## config.mk

```make
export PLATFORM = sky130hd
export DESIGN_NAME = rgb_frame_fetch
export DESIGN_NICKNAME = d
export VERILOG_FILES = /design/src/rtl/rgb_frame_fetch_pkg.sv /design/src/rtl/rgb_frame_fetch_pixel_fifo.sv /design/src/rtl/rgb_frame_fetch.sv
export SDC_FILE = /design/constraint.sdc
export NUM_CORES = 1
export LEC_CHECK = 0
export ABC_CLOCK_PERIOD_IN_PS = 11000
export CORE_MARGIN = 2
export CORE_UTILIZATION = 60
export CTS_CLUSTER_SIZE = 16
export DETAILED_ROUTE_END_ITERATION = 8
export GPL_TIMING_DRIVEN = 1
export PLACE_DENSITY_LB_ADDON = 0.1
export SLEW_MARGIN = 10
export SYNTH_ARGS = -nofsm -noshare
export SYNTH_HDL_FRONTEND = slang
export SYNTH_SLANG_ARGS = --single-unit
export TNS_END_PERCENT = 10
```

## constraint.sdc

```tcl
create_clock -name CLOCK_50_I -period 11 [get_ports CLOCK_50_I]
set_input_delay 2.2 -clock CLOCK_50_I [delete_from_list [all_inputs] [get_ports CLOCK_50_I]]
set_output_delay 2.2 -clock CLOCK_50_I [all_outputs]
set_load 0.005 [all_outputs]
```

## src/rtl/rgb_frame_fetch_pkg.sv

```systemverilog
// Shared types and constants for the RGB frame fetch client.
package rgb_frame_fetch_pkg;

    typedef enum logic [1:0] {
        S_RGBF_IDLE,
        S_RGBF_FETCH,
        S_RGBF_DRAIN
    } RGBF_state_type;

    localparam logic [17:0] RGB_SEGMENT_BASE = 18'd146944;

    typedef struct packed {
        logic [7:0] r;
        logic [7:0] g;
        logic [7:0] b;
    } rgb_pixel_t;

    // Word phase within a three-word group: 0 -> 1 -> 2 -> 0.
    function automatic logic [1:0] next_phase(input logic [1:0] ph);
        return (ph == 2'd2) ? 2'd0 : ph + 2'd1;
    endfunction

endpackage

```

## src/rtl/rgb_frame_fetch_pixel_fifo.sv

```systemverilog
// Small synchronous 24-bit pixel FIFO; simultaneous push and pop are always honoured.
module pixel_fifo
    import rgb_frame_fetch_pkg::*;
#(
    parameter int DEPTH = 8,
    localparam int AW = $clog2(DEPTH)
) (
    input  logic          clk_i,
    input  logic          rst_ni,
    input  logic          push_i,
    input  logic [23:0]   data_i,
    input  logic          pop_i,
    output logic [23:0]   data_o,
    output logic          full_o,
    output logic          empty_o,
    output logic [AW:0]   count_o
);

    logic [23:0]   mem_q [DEPTH];
    logic [AW-1:0] wr_ptr_q;
    logic [AW-1:0] rd_ptr_q;
    logic [AW:0]   count_q;
    logic          do_push;
    logic          do_pop;

    assign empty_o = (count_q == '0);
    assign full_o  = (count_q == (AW+1)'(DEPTH));
    assign count_o = count_q;
    assign do_pop  = pop_i & ~empty_o;
    assign do_push = push_i & (~full_o | do_pop);
    // Head is forced to zero when empty so the outputs read as zero out of reset.
    assign data_o  = empty_o ? '0 : mem_q[rd_ptr_q];

    always_ff @(posedge clk_i) begin
        if (do_push) begin
            mem_q[wr_ptr_q] <= data_i;
        end
    end

    always_ff @(posedge clk_i or negedge rst_ni) begin
        if (!rst_ni) begin
            wr_ptr_q <= '0;
            rd_ptr_q <= '0;
            count_q  <= '0;
        end else begin
            if (do_push) begin
                wr_ptr_q <= wr_ptr_q + AW'(1);
            end
            if (do_pop) begin
                rd_ptr_q <= rd_ptr_q + AW'(1);
            end
            case ({do_push, do_pop})
                2'b10:   count_q <= count_q + (AW+1)'(1);
                2'b01:   count_q <= count_q - (AW+1)'(1);
                default: count_q <= count_q;
            endcase
        end
    end

endmodule

```

## src/rtl/rgb_frame_fetch.sv

```systemverilog
// Streams a packed 24-bit RGB frame out of SRAM as {R,G,B} pixels in raster order.
module rgb_frame_fetch
    import rgb_frame_fetch_pkg::*;
#(
    parameter logic [17:0] RGB_BASE   = RGB_SEGMENT_BASE,
    parameter int          IMG_W      = 320,
    parameter int          IMG_H      = 240,
    parameter int          FIFO_DEPTH = 8
) (
    input  logic        CLOCK_50_I,
    input  logic        resetn,
    input  logic        start,
    output logic [17:0] SRAM_address,
    output logic        SRAM_we_n,
    input  logic [15:0] SRAM_read_data,
    output logic        pix_valid,
    input  logic        pix_ready,
    output logic [7:0]  pix_R,
    output logic [7:0]  pix_G,
    output logic [7:0]  pix_B,
    output logic        line_end,
    output logic        frame_done,
    output logic        busy
);

    localparam int FRAME_WORDS = 3 * IMG_W * IMG_H / 2;
    localparam logic [17:0] LAST_ADDR = 18'(int'(RGB_BASE) + FRAME_WORDS - 1);
    localparam int RW = $clog2(FIFO_DEPTH) + 1;
    localparam int XW = $clog2(IMG_W);
    localparam int YW = $clog2(IMG_H);
    localparam logic [XW-1:0] X_LAST = XW'(IMG_W - 1);
    localparam logic [YW-1:0] Y_LAST = YW'(IMG_H - 1);

    RGBF_state_type state_q;
    logic [17:0]    addr_q;
    logic           issue_q;
    logic [1:0]     phase_q;
    logic           busy_q;
    logic           frame_done_q;
    logic           line_end_q;

    logic           v1_q, v2_q;
    logic [1:0]     ph1_q, ph2_q;
    logic [7:0]     r_lat_q, g_lat_q;

    logic [RW-1:0]  reserved_q, reserved_d;
    logic [XW-1:0]  x_q;
    logic [YW-1:0]  y_q;

    logic           pop;
    logic           mid_group;
    logic           last_word;
    logic           credit_ok;
    logic           group_begin;
    logic           last_pix;
    logic           drain_done;
    logic           unpack_push;
    logic           push_en;
    logic [23:0]    push_data;
    logic [23:0]    head_data;
    rgb_pixel_t     head;
    logic           fifo_full;
    logic           fifo_empty;
    logic [RW-1:0]  fifo_count;

    assign pop       = ~fifo_empty & pix_ready;
    assign mid_group = issue_q & (phase_q != 2'd2);
    assign last_word = (addr_q == LAST_ADDR);
    assign credit_ok = (reserved_q <= RW'(FIFO_DEPTH - 2));
    assign last_pix  = (x_q == X_LAST) & (y_q == Y_LAST);
    assign drain_done = pop & last_pix & (fifo_count == RW'(1))
                      & ~issue_q & ~v1_q & ~v2_q;

    assign group_begin = ((state_q == S_RGBF_IDLE) & start)
                       | ((state_q == S_RGBF_FETCH) & ~mid_group & ~last_word & credit_ok);

    // Credits count FIFO occupancy plus pixels still travelling back from SRAM.
    always_comb begin
        reserved_d = reserved_q;
        if (group_begin) begin
            reserved_d = reserved_d + RW'(2);
        end
        if (pop) begin
            reserved_d = reserved_d - RW'(1);
        end
    end

    always_ff @(posedge CLOCK_50_I or negedge resetn) begin
        if (!resetn) begin
            state_q      <= S_RGBF_IDLE;
            addr_q       <= RGB_BASE;
            issue_q      <= 1'b0;
            phase_q      <= 2'd0;
            busy_q       <= 1'b0;
            frame_done_q <= 1'b0;
        end else begin
            frame_done_q <= 1'b0;
            case (state_q)
                S_RGBF_IDLE: begin
                    issue_q <= 1'b0;
                    if (start) begin
                        state_q <= S_RGBF_FETCH;
                        addr_q  <= RGB_BASE;
                        issue_q <= 1'b1;
                        phase_q <= 2'd0;
                        busy_q  <= 1'b1;
                    end
                end
                S_RGBF_FETCH: begin
                    if (mid_group) begin
                        addr_q  <= addr_q + 18'd1;
                        phase_q <= next_phase(phase_q);
                        issue_q <= 1'b1;
                    end else if (last_word) begin
                        state_q <= S_RGBF_DRAIN;
                        issue_q <= 1'b0;
                    end else if (credit_ok) begin
                        addr_q  <= addr_q + 18'd1;
                        phase_q <= 2'd0;
                        issue_q <= 1'b1;
                    end else begin
                        issue_q <= 1'b0;
                    end
                end
                S_RGBF_DRAIN: begin
                    issue_q <= 1'b0;
                    if (drain_done) begin
                        state_q      <= S_RGBF_IDLE;
                        busy_q       <= 1'b0;
                        frame_done_q <= 1'b1;
                    end
                end
                default: begin
                    state_q <= S_RGBF_IDLE;
                    issue_q <= 1'b0;
                    busy_q  <= 1'b0;
                end
            endcase
        end
    end

    // Two-stage tag pipe lines each returned word up with its group phase.
    always_ff @(posedge CLOCK_50_I or negedge resetn) begin
        if (!resetn) begin
            v1_q       <= 1'b0;
            v2_q       <= 1'b0;
            ph1_q      <= 2'd0;
            ph2_q      <= 2'd0;
            r_lat_q    <= 8'd0;
            g_lat_q    <= 8'd0;
            reserved_q <= '0;
        end else begin
            v1_q       <= issue_q;
            ph1_q      <= phase_q;
            v2_q       <= v1_q;
            ph2_q      <= ph1_q;
            reserved_q <= reserved_d;
            if (v2_q) begin
                case (ph2_q)
                    2'd0: begin
                        r_lat_q <= SRAM_read_data[15:8];
                        g_lat_q <= SRAM_read_data[7:0];
                    end
                    2'd1: begin
                        r_lat_q <= SRAM_read_data[7:0];
                    end
                    default: ;
                endcase
            end
        end
    end

    assign unpack_push = v2_q & (ph2_q != 2'd0);
    assign push_en     = unpack_push & (~fifo_full | pop);
    assign push_data   = (ph2_q == 2'd1) ? {r_lat_q, g_lat_q, SRAM_read_data[15:8]}
                                         : {r_lat_q, SRAM_read_data};

    pixel_fifo #(
        .DEPTH (FIFO_DEPTH)
    ) u_fifo (
        .clk_i   (CLOCK_50_I),
        .rst_ni  (resetn),
        .push_i  (push_en),
        .data_i  (push_data),
        .pop_i   (pop),
        .data_o  (head_data),
        .full_o  (fifo_full),
        .empty_o (fifo_empty),
        .count_o (fifo_count)
    );

    always_ff @(posedge CLOCK_50_I or negedge resetn) begin
        if (!resetn) begin
            x_q        <= '0;
            y_q        <= '0;
            line_end_q <= 1'b0;
        end else begin
            line_end_q <= pop & (x_q == X_LAST);
            if (pop) begin
                if (x_q == X_LAST) begin
                    x_q <= '0;
                    y_q <= (y_q == Y_LAST) ? '0 : y_q + YW'(1);
                end else begin
                    x_q <= x_q + XW'(1);
                end
            end
        end
    end

    assign head         = head_data;
    assign pix_R        = head.r;
    assign pix_G        = head.g;
    assign pix_B        = head.b;
    assign pix_valid    = ~fifo_empty;
    assign SRAM_address = addr_q;
    assign SRAM_we_n    = 1'b1;
    assign line_end     = line_end_q;
    assign frame_done   = frame_done_q;
    assign busy         = busy_q;

endmodule

```

### After elaboration in Yosys (flattened, before gate mapping)

Memory sizes are Yosys's and may differ from the RTL's.
Cells that the tools add are included.

* register bits after elaboration: 79
* bits in writable memories: 192
* output and inout port bits: 47
* memories kept: 1

Memories
* u_fifo.mem_q: words 8, bits a word 24, read ports 1, clocked after Yosys merged registers in 0, write ports 1, RTL line rgb_frame_fetch_pixel_fifo.sv:19 `logic [23:0] mem_q [DEPTH];`

* add/subtract/negate cells: 10
* order comparisons: 1
* eq/ne operators: 18
* mux-type cells: 36
* bitwise gates (word level): 28
* reductions and logical operators: 13

Operator list (number)
* 18-bit two-way mux: 4
* 18-bit case mux with 2 select lines: 1
* 24-bit two-way mux: 1
* 18-bit by 1-bit adder with 18-bit output, second input constant: 1
* 18-bit == test, second input constant: 1
* 2-bit two-way mux: 9
* 1-bit bitwise AND: 17
* 16-bit two-way mux: 1
* 8-bit case mux with 2 select lines: 1
* 1-bit two-way mux: 10
* 2-bit inequality test, second input constant: 5
* 9-bit by 1-bit adder with 9-bit output, second input constant: 1
* 9-bit == test, second input constant: 1
* 9-bit two-way mux: 1
* 8-bit by 1-bit adder with 8-bit output, second input constant: 1
* 8-bit == test, second input constant: 1
* 4-bit two-way mux: 2
* 8-bit two-way mux: 1
* 1-bit NOT: 8
* 4-bit case mux with 2 select lines: 1
* 4-bit AND reduction: 2
* 2-bit nonzero test: 4
* 4-bit by 1-bit subtractor with 4-bit output, second input constant: 2
* 3-bit by 1-bit adder with 3-bit output, second input constant: 2
* other kinds (18): 28

### Longest topological paths before layout

* depth after elaboration: 10
* depth in mapped cells: 11
* mapped depth without buffers: 11

### Hierarchy

Synthesis repeated with hierarchy kept, for this count alone.

* cell total of the unflattened synthesis: 703
* area, all modules: 11494.8 um^2

By module, submodules not included
* pixel_fifo: instances 1, cells each 370, area an instance 7958.9 um^2, seq. area each 6015.8 um^2
* rgb_frame_fetch: instances 1, cells each 333, area an instance 3535.9 um^2, seq. area each 1734.2 um^2

### Worst setup path after synthesis

Ideal clock, no wire load.

* path type: input -> register
* from: in pix_ready
* to: mem u_fifo.mem_q[6][0], enable pin
* data arrival time: 4502 ps
* path slack: 6058 ps
* cell stages on the path: 4
* buffers on the path: 0
* cells stage by stage: nor4bb_1 -> nor2_1 -> nand2_1 -> nor3b_1

* cells in the longest elaborated chain, start to end: 6
* elaborated cells between the ends (all ways): 8
* those cells by class: 2 x mux; 6 x bitwise

RTL lines
* start, declared: RTL line rgb_frame_fetch.sv:17 `input logic pix_ready,`
* 1-bit bitwise AND (*): RTL line rgb_frame_fetch.sv:66 `assign pop = ~fifo_empty & pix_ready;`
* 1-bit OR / 1-bit bitwise AND (equally long branches): RTL line rgb_frame_fetch.sv:174, rgb_frame_fetch_pixel_fifo.sv:29
* 1-bit bitwise AND / 1-bit OR (equally long branches): RTL line rgb_frame_fetch.sv:174, rgb_frame_fetch_pixel_fifo.sv:30
* 1-bit bitwise AND (*): RTL line rgb_frame_fetch_pixel_fifo.sv:30 `assign do_push = push_i & (~full_o | do_pop);`
* 1-bit two-way mux (*): RTL line rgb_frame_fetch_pixel_fifo.sv:35 `if (do_push) begin`
* 1-bit two-way mux (implied by the code) (*): RTL line rgb_frame_fetch_pixel_fifo.sv:36 `mem_q[wr_ptr_q] <= data_i;`
* end, declared: RTL line rgb_frame_fetch_pixel_fifo.sv:19

Mark *: on every way between the ends. The rest lies on a longest branch, timed or not.

### Final worst setup path

* from: reg u_fifo.rd_ptr_q[0]
* to: out pix_B[3]

* cells in the longest elaborated chain, start to end: 2

RTL lines
* start, declared: RTL line rgb_frame_fetch_pixel_fifo.sv:21 `logic [AW-1:0] rd_ptr_q;`
* start signal, assigned: RTL line rgb_frame_fetch_pixel_fifo.sv:50 `rd_ptr_q <= rd_ptr_q + AW'(1);`
* memory 8 x 24 bit
* 24-bit two-way mux: RTL line rgb_frame_fetch_pixel_fifo.sv:32 `assign data_o = empty_o ? '0 : mem_q[rd_ptr_q];`
* end, declared: RTL line rgb_frame_fetch.sv:20 `output logic [7:0] pix_B,`

No other way between the ends.

==> metrics.yaml <==
status:
  outcome: "finished, final reports clean"
finish:
  nFillCells: 1195
  final_nets: 788
  syn_to_final_growth_pct: 15.9
  diodes: 0
  layout_common_cells: "edfxtp_1 (192), dfrtp_1 (71), clkdlybuf4s50_1 (64)"
  drive_above_1_share_pct: 18.4
  regArea_um2: 7750
  multiInputGateArea_um2: 3360
  final_common_cell: "edfxtp_1"
synthesis:
  ys_warn_count: 0
  synth-main-ff-cell: "edfxtp_1"
  yosysSeqAreaShare_pct: 69.0
  synth.cell_area_um2: 11200
  synth_cell_types: 50
  ys_ff_latch: 271
  syn_nets: 712
  async_flop_share_pct: 29.2
  synth_edf_count: 192
  syn_area_per_cell_um2: 16.5
  syn_inst: 681
sta:
  slew_viol_final: 0
  skew_ns: 0.00831
  fmax_mhz: 193
  tns_ns: 0
  finalCritPeriodShare_pct: 47.2
  rsz0062_at_grt: "no"
  max_slew_margin_pct: 30.0
  final-hold-violation-count: 0
  tightestPinTransition_ns: 1.05
  fin_crit_ns: 5.19
  finalSetupViolCount: 0
  whs_ns: 0.360
clock_network:
  clockBufferDepth: 3
  post_cts.repair.setup_buffers: 0
  cts_root_buffer: "clkbuf_16"
  path_clk_slew_ns: 0.06
  cts.htree.levels: 1
  cts.sinks: 271
  ctsHoldBuffers: 0
  cts_resized: 0
  insertion_delay_ns: 0.52
  cts_tree: "done"
  cts_buffers: 27
pwr:
  total_leakage_power_nw: 4.68
  p_per_area_nw_per_um2: 274
  ir_worst_vdd_mv: 0.140
drt:
  viasPerCell: 6.06
  routedWlPerCell_um: 22.0
  postRouteAntennaNets: 0
  vias: 6129
  drt-total-wl_um: 22300
  drcViolationCount: 0
  drtPass1Iterations: 4
  drtIter0Drc: 430
global_routing:
  grt_max_degree: 80
  use_met3_pct: 3.36
  met2_usage_pct: 39.6
  grt_use_met1_pct: 31.7
  grt_usage_pct: 23.0
  antenna_found_initial: 0
  grt_first_pass_wirelength_um: 35400
  busiest_layer: "met2"
  grt_pass1_vias: 6498
  grt_remaining_overflow: 0
worst_setup_path:
  path_class: "flip-flop to output port"
  critPathLaunch: "u_fifo.rd_ptr_q[0]"
  crit_path_max_fanout: 50
  start_kind: "flip-flop"
  r2r-end: "u_fifo.count_o[3]"
  crit_path_end_kind: "output port"
  endpoint: "pix_B[3]"
  crit_required_ns: 8.80
  arrival_ns: 2.99
  worstRegToRegCells: 10
  ff2ff_setup_slack_ns: 7.80
  reg2reg_from: "u_fifo.count_o[0]"
hold_path:
  worstHoldPathType: "flip-flop to flip-flop"
job:
  maxCapViolCount: 0
die:
  core_area_um2: 18500
  rows: 50
  initial_utilization_pct: 60.6
  die_w_um: 141
  die_h_um: 141
  dieArea_um2: 19800
  ioPinCount: 67
placed_design:
  place_congestion: 0.805
  dp_hpwl_um: 13100
  port_buffers: 65
-- worst min path at each step --
stage,startpoint,endpoint,slack (ns),cells after the start
after floorplan,ph1_q[0],ph2_q[0],0.33,0
after global routing,ph1_q[0],ph2_q[0],0.38,0
after CTS,ph1_q[0],ph2_q[0],0.36,0
after detailed placement,ph1_q[0],ph2_q[0],0.35,0
final,ph1_q[0],ph2_q[0],0.36,0
after global placement,ph1_q[0],ph2_q[0],0.33,0
-- state kept, by name, summed over array words and instances, names as in the netlist, 4 cells and up --
name            count
g_lat_q             8
r_lat_q             8
reserved_q          4
x_q                 9
u_fifo.mem_q      192
SRAM_address       18
y_q                 8
u_fifo.count_o      4
-- logic make-up after synthesis --
group	after synthesis	share of synthesized area (%)
flops	271	69.0
simple gates	167	7.38
mux	111	15.5
buf+inv	42	1.49
compound gates	41	2.44
xor+xnor	37	2.89
fa+ha+maj	11	1.23
other cells	1	0.0334
-- per-layer routing --
metal / vias up / part of all wire (%)
met3: 35 / 5.9
li1: 2745 / -
met2: 186 / 51
met5: - / 0
met1: 3163 / 41
met4: 0 / 1.6
-- synthesized netlist by cell type (all sizes together) (2+ instances only) --
cell type | n | share of area (%)
nand2b | 7 | 0.39
a31oi | 2 | 0.17
o21ai | 18 | 0.80
edfxtp | 192 | 51
inv | 13 | 0.43
a31o | 2 | 0.16
mux4 | 48 | 9.6
ha | 11 | 1.2
buf | 13 | 0.52
and3 | 4 | 0.22
a211oi | 2 | 0.13
clkbuf | 16 | 0.53
or4 | 2 | 0.13
o211ai | 3 | 0.20
nand3 | 8 | 0.36
xor2 | 17 | 1.3
nor3b | 9 | 0.65
nor3 | 9 | 0.40
a21o | 3 | 0.20
nor2 | 51 | 1.7
a21oi | 3 | 0.13
dfrtp | 73 | 16
mux2i | 37 | 3.3
nand4b | 2 | 0.16
mux2 | 26 | 2.6
nor4 | 4 | 0.22
xnor2 | 20 | 1.6
nand2 | 48 | 1.6
dfstp | 6 | 1.4
nand4 | 12 | 0.67
nor2b | 6 | 0.33
-- layout make-up --
type | instances | share of cell area (%)
flip-flops and latches | 271 | 59.6
multi-input cells | 368 | 25.9
inverters | 13 | 0.375
well taps | 234 | 2.25
clock inverters | 9 | 0.731
repair buffers | 76 | 5.62
clock buffers | 40 | 5.57
-- critical path, stage by stage, from the launching register on --
cell and delay (ns):
dfrtp_4 1.09, mux4_2 0.60, mux2i_1 0.22, nor2_1 0.06, clkdlybuf4s50_1 0.48
-- power breakdown --
part	total, W	switching, W	leakage (nW)	internal (W)
Clock	0.000861	0.000360	0.397	0.000501
Sequential	0.00163	0.000230	2.71	0.00140
Combinational	0.00107	0.000493	1.57	0.000575
Total	0.00356	0.00108	4.68	0.00248
-- metrics by stage --
stage	area [um2]	utilization, %	power, W	std cells	setup slack (ns)
global placement	12200	65.8	0.00268	962	6.32
detailed placement	12200	65.8	0.00273	962	6.29
finish	13000	70.3	0.00356	1011	5.81
global route	13000	70.3	0.00375	1011	5.60
CTS	13000	70.3	0.00359	1011	5.73
floorplan	11200	-	0.00227	681	6.06
Note: power is estimated with default switching activity, not from simulation.
